## src/rtl/fetch_pkg.sv

```systemverilog
// Shared types and constants for the instruction fetch stage.
// The ROM-Flash window is identified by address[31:20] == ROM_TAG.
package fetch_pkg;

   localparam logic [31:0] ROM_BASE   = 32'h0800_0000;
   localparam logic [11:0] ROM_TAG    = 12'h080;
   localparam logic [31:0] WORD_BYTES = 32'd4;

   typedef struct packed {
      logic [31:0] pc;
      logic [31:0] instr;
   } fetch_entry_t;

   function automatic logic [31:0] word_align(input logic [31:0] addr);
      return {addr[31:2], 2'b00};
   endfunction

endpackage

```

## src/rtl/fetch_fifo.sv

```systemverilog
// Prefetch FIFO: registered head, zero-cycle pop; push while full is prevented upstream by credits.
// Flush has priority over push and pop and empties the queue at the clock edge.
module fetch_fifo
   import fetch_pkg::*;
#(
   parameter int DEPTH = 4
) (
   input  logic                   clock,
   input  logic                   reset_n,
   input  logic                   push,
   input  fetch_entry_t           push_data,
   input  logic                   pop,
   input  logic                   flush,
   output logic [$clog2(DEPTH):0] occupancy,
   output logic                   head_valid,
   output fetch_entry_t           head_data
);

   localparam int PTR_W = $clog2(DEPTH);
   localparam int CNT_W = PTR_W + 1;

   fetch_entry_t     mem_q [DEPTH];
   fetch_entry_t     mem_d [DEPTH];
   logic [PTR_W-1:0] wr_ptr_q, wr_ptr_d;
   logic [PTR_W-1:0] rd_ptr_q, rd_ptr_d;
   logic [CNT_W-1:0] count_q, count_d;
   logic             pop_ok;

   always_comb begin
      mem_d    = mem_q;
      wr_ptr_d = wr_ptr_q;
      rd_ptr_d = rd_ptr_q;
      count_d  = count_q;
      pop_ok   = pop && (count_q != '0);
      if (flush) begin
         wr_ptr_d = '0;
         rd_ptr_d = '0;
         count_d  = '0;
      end else begin
         if (push) begin
            mem_d[wr_ptr_q] = push_data;
            wr_ptr_d        = wr_ptr_q + PTR_W'(1);
         end
         if (pop_ok) begin
            rd_ptr_d = rd_ptr_q + PTR_W'(1);
         end
         count_d = count_q + CNT_W'(push) - CNT_W'(pop_ok);
      end
   end

   always_ff @(posedge clock or negedge reset_n) begin
      if (!reset_n) begin
         for (int i = 0; i < DEPTH; i++) begin
            mem_q[i] <= '0;
         end
         wr_ptr_q <= '0;
         rd_ptr_q <= '0;
         count_q  <= '0;
      end else begin
         mem_q    <= mem_d;
         wr_ptr_q <= wr_ptr_d;
         rd_ptr_q <= rd_ptr_d;
         count_q  <= count_d;
      end
   end

   assign occupancy  = count_q;
   assign head_valid = (count_q != '0);
   assign head_data  = mem_q[rd_ptr_q];

endmodule

```

## src/rtl/fetch_unit.sv

```systemverilog
// Instruction fetch: PC, credit-limited ROM issue (1-cycle ROM latency), prefetch FIFO to decode.
// First instr_valid 2 cycles after reset/branch; decode backpressure stalls issue via credits.
module fetch_unit #(
   parameter logic [31:0] RESET_VECTOR = fetch_pkg::ROM_BASE,
   parameter logic [11:0] ROM_TAG      = fetch_pkg::ROM_TAG,
   parameter int          FIFO_DEPTH   = 4
) (
   input  logic        clock,
   input  logic        reset_n,
   input  logic        branch_valid,
   input  logic [31:0] branch_target,
   output logic [31:0] rom_address,
   output logic        rom_write_enable,
   input  logic [31:0] rom_data,
   output logic        instr_valid,
   input  logic        instr_ready,
   output logic [31:0] instr,
   output logic [31:0] instr_pc,
   output logic        fetch_fault
);

   import fetch_pkg::*;

   localparam int CNT_W = $clog2(FIFO_DEPTH) + 1;

   logic [31:0]      pc_q, pc_d;
   logic [31:0]      last_addr_q, last_addr_d;
   logic             inflight_q, inflight_d;
   logic [31:0]      inflight_pc_q, inflight_pc_d;
   logic             fault_q, fault_d;

   logic [CNT_W-1:0] fifo_occ;
   logic             credit_ok;
   logic             tag_ok;
   logic             issue;
   logic             fifo_push;
   fetch_entry_t     fifo_push_data;
   fetch_entry_t     fifo_head;

   // In-flight fetches count against capacity, so a returning word always has a slot.
   assign credit_ok = (32'(fifo_occ) + 32'(inflight_q)) < 32'(FIFO_DEPTH);
   assign tag_ok    = (pc_q[31:20] == ROM_TAG);
   assign issue     = !fault_q && credit_ok && tag_ok;

   assign fifo_push      = inflight_q && !branch_valid;
   assign fifo_push_data = '{pc: inflight_pc_q, instr: rom_data};

   always_comb begin
      pc_d          = pc_q;
      last_addr_d   = last_addr_q;
      inflight_d    = 1'b0;
      inflight_pc_d = inflight_pc_q;
      fault_d       = fault_q;
      if (issue) begin
         last_addr_d = pc_q;
      end
      if (branch_valid) begin
         pc_d    = word_align(branch_target);
         fault_d = 1'b0;
      end else if (issue) begin
         inflight_d    = 1'b1;
         inflight_pc_d = pc_q;
         pc_d          = pc_q + WORD_BYTES;
      end else if (!fault_q && credit_ok && !tag_ok) begin
         fault_d = 1'b1;
      end
   end

   always_ff @(posedge clock or negedge reset_n) begin
      if (!reset_n) begin
         pc_q          <= word_align(RESET_VECTOR);
         last_addr_q   <= word_align(RESET_VECTOR);
         inflight_q    <= 1'b0;
         inflight_pc_q <= '0;
         fault_q       <= 1'b0;
      end else begin
         pc_q          <= pc_d;
         last_addr_q   <= last_addr_d;
         inflight_q    <= inflight_d;
         inflight_pc_q <= inflight_pc_d;
         fault_q       <= fault_d;
      end
   end

   fetch_fifo #(
      .DEPTH(FIFO_DEPTH)
   ) u_fifo (
      .clock     (clock),
      .reset_n   (reset_n),
      .push      (fifo_push),
      .push_data (fifo_push_data),
      .pop       (instr_ready),
      .flush     (branch_valid),
      .occupancy (fifo_occ),
      .head_valid(instr_valid),
      .head_data (fifo_head)
   );

   assign rom_address      = issue ? pc_q : last_addr_q;
   assign rom_write_enable = 1'b0;
   assign instr            = fifo_head.instr;
   assign instr_pc         = fifo_head.pc;
   assign fetch_fault      = fault_q;

endmodule

```

## config.mk

```make
export PLATFORM = sky130hd
export DESIGN_NAME = fetch_unit
export DESIGN_NICKNAME = d
export VERILOG_FILES = /design/src/rtl/fetch_pkg.sv /design/src/rtl/fetch_fifo.sv /design/src/rtl/fetch_unit.sv
export SDC_FILE = /design/constraint.sdc
export NUM_CORES = 1
export LEC_CHECK = 0
export ABC_AREA = 1
export CAP_MARGIN = 30
export CORE_UTILIZATION = 51
export DETAILED_ROUTE_END_ITERATION = 10
export PLACE_DENSITY_LB_ADDON = 0.25
export SYNTH_ARGS = -nofsm -noshare
export SYNTH_HDL_FRONTEND = slang
export SYNTH_HIERARCHICAL = 1
export SYNTH_SLANG_ARGS = --single-unit
```

## constraint.sdc

```tcl
create_clock -name clock -period 1.8 [get_ports clock]
set_input_delay 0.36 -clock clock [delete_from_list [all_inputs] [get_ports clock]]
set_output_delay 0.36 -clock clock [all_outputs]
set_load 0.02 [all_outputs]
```

==> impl_metrics.json <==
{
  "overflow": 0,
  "dp_hpwl_um": 25000,
  "grt.total_usage_pct": 26.9,
  "yosysTopAreaCell": "dfrtp_1",
  "synth.most_common_cell": "nand2_1",
  "cp_common_cell": "buf_6",
  "cts_htree_levels": 2,
  "drive_gt1_share_pct": 30.0,
  "ios": 167,
  "vias_per_cell": 5.55,
  "yosys-top-cells-area": "dfrtp_1 57%, o21ai_0 12%, nand2_1 10%, nor2_1 4.3%, inv_1 3.3%",
  "final_hold_viol_count": 0,
  "synth-edff-count": 0,
  "insertion_delay_ns": 0.53,
  "hp-class": "input port to async pin",
  "ff2ff_path_depth": 11,
  "nets": 2154,
  "coreArea_um2": 29800,
  "failed_checks": "setup timing",
  "die_w_um": 176,
  "rows": 63,
  "cp.required_ns": 1.44,
  "die-area_um2": 31100,
  "start_util_pct": 52.0,
  "r2r_slack_ns": -0.24,
  "io_buffer_count": 163,
  "cpMaxStageDelayCell": "dfstp_2",
  "root_buffer": "clkbuf_16",
  "vias": 13875,
  "drt_wl_total_um": 46000,
  "yosysSeqAreaShare_pct": 57.6,
  "reg2reg_from": "u_fifo/occupancy[1]",
  "finalCritPeriodShare_pct": 137,
  "ant_nets": 0,
  "place_congestion": 0.904,
  "synthArstFlopShare_pct": 100,
  "endpoint_kind": "output pin",
  "yosysUniqueCellTypes": 33,
  "syn_to_final_growth_pct": 44.6,
  "fin_ws_ns": -0.668,
  "maxSlewViolCount": 0,
  "worstPathMaxFanout": 4,
  "wire_per_inst_um": 18.4,
  "place_ws_ns": -0.488,
  "netlist_area_um2": 15500,
  "path_class": "register to output pin",
  "grt_pass1_wl_um": 66700,
  "skew_ns": 0.0186,
  "crit_arrival_ns": 2.11,
  "cp-start-kind": "register",
  "drc_errors": 0,
  "p_leak_nw": 10.6,
  "status": "finished with violations",
  "grt_max_degree": 71,
  "grt_pass1_vias": 13125,
  "cts_buffers": 38,
  "synth_warnings": 6,
  "synth_top_area_share_pct": 57.3,
  "cts_buffer_depth": 3,
  "drv_cap": 0,
  "drt_pass1_iterations": 8,
  "num-fill-cells": 1919,
  "syn_avg_cell_area_um2": 8.66,
  "syn_inst": 1790,
  "timing.rr.end": "u_fifo/occupancy[1]",
  "drtIter0Drc": 1195,
  "dieHeight_um": 176,
  "pwr_density_cell_nw_per_um2": 1230,
  "clk_pin_slew_ns": 0.06,
  "period_needed_ns": 2.47,
  "yosys-top-cells-count": "422 x nand2_1, 380 x o21ai_0, 355 x dfrtp_1",
  "diodes": 0,
  "cp_slowest_stage_delay_ns": 0.54,
  "setup_violations": 126,
  "ys.flop_type": "dfrtp_1",
  "antenna_found_initial": 0,
  "whs_ns": 0.316,
  "irDropWorstVdd_uv": 652,
  "cts.sinks": 357,
  "fmax_mhz": 405,
  "cts_tree": "yes",
  "synth-seq-cells": 357,
  "rsz0062_at_grt": "yes",
  "path_cells": "nand3_2, nor2_4, nand3_4, buf_12, buf_16, buf_6, o21ai_4, buf_6"
}
[per-stage QoR]
stage	setup TNS [ns]	power, mW	instances	utilization, %	cell area [um^2]
2_1_floorplan	-1.21	12.0	1792	-	15500
3_3_place_gp	-85.08	15.0	2353	61.6	18400
3_5_place_dp	-92.63	15.1	2353	61.6	18400
4_1_cts	-51.51	24.5	2458	68.7	20500
5_1_grt	-61.14	28.6	2498	75.2	22400
6_report	-55.01	27.6	2498	75.2	22400
[registers in the layout, indices dropped and copies added, names as in the netlist]
signal            flops
fetch_fault           1
u_fifo/mem_q        256
u_fifo/wr_ptr_q       2
inflight_pc_q        30
u_fifo/rd_ptr_q       2
u_fifo/occupancy      3
inflight_q            1
last_addr_q          32
pc_q                 30
[final cells by class]
type / count / area (um^2) / share of cell area (%)
inverters: 140 / 551 / 2.46
multi-input cells: 1179 / 6820 / 30.4
well taps: 390 / 488 / 2.18
flip-flops and latches: 357 / 8940 / 39.9
repair buffers: 362 / 4300 / 19.2
clock inverters: 11 / 158 / 0.703
clock buffers: 59 / 1160 / 5.19
[how the worst max path moves through the flow]
| stage | from | end | slack (ns) | depth (start not counted) |
|---|---|---|---|---|
| final | pc_q[27] | rom_address[8] | -0.67 | 8 |
| after global routing | pc_q[27] | rom_address[8] | -0.72 | 8 |
| after CTS | pc_q[27] | rom_address[8] | -0.64 | 8 |
| after detailed placement | pc_q[27] | rom_address[11] | -0.49 | 6 |
| after global placement | pc_q[27] | rom_address[5] | -0.45 | 6 |
| after floorplan | pc_q[27] | rom_address[10] | -0.11 | 6 |
[cell families (layout without fill, tap and decap cells)]
group | Yosys count | after routing | share of synthesized area, %
compound gates | 502 | 502 | 17.2
flops | 357 | 357 | 57.6
xor+xnor | 9 | 9 | 0.509
simple gates | 657 | 657 | 16.6
other cells | 1 | 3 | 0.0242
buf+inv | 256 | 572 | 7.30
fa+ha+maj | 8 | 8 | 0.694
[per-layer routing]
layer | vias to the layer above | GRT usage [%] | part of all wire, %
li1 | 6421 | - | -
met3 | 102 | 4.13 | 6.5
met5 | - | 0 | 0
met1 | 6757 | 36.5 | 40
met4 | 0 | 8.66 | 2.7
met2 | 595 | 44.6 | 51
[report_power, final]
part	leakage (nW)	internal, mW	switching, mW
Sequential	4.88	8.23	0.180
Combinational	5.09	5.44	5.57
Clock	0.649	5.03	3.16
Total	10.6	18.7	8.91
[timing repair]
item,4_1_cts,5_1_grt
setup endpoints to repair,100,160
pin swaps,32,82
endpoints found under the hold margin,23,0
gates cloned,14,13
buffers inserted,21,35
hold buffers,1,0
resized for setup,561,450
[layout by cell type, fill, tap and decap left out, types with 52 or more instances in the layout]
master             n
buf_4            107
dfrtp_1          353
buf_6            103
nand2_1          388
o21ai_2           77
clkbuf_16         52
inv_1            129
o21ai_0          288
clkdlybuf4s50_1   64
nor2_1           110
[worst max-delay path: cells and delay by family, from the launching register on]
| kind | cells | cell delay, ns |
|---|---|---|
| buf+inv | 4 | 0.55 |
| flops | 1 | 0.54 |
| simple gates | 3 | 0.34 |
| compound gates | 1 | 0.15 |
(Power assumes the default switching activity.)
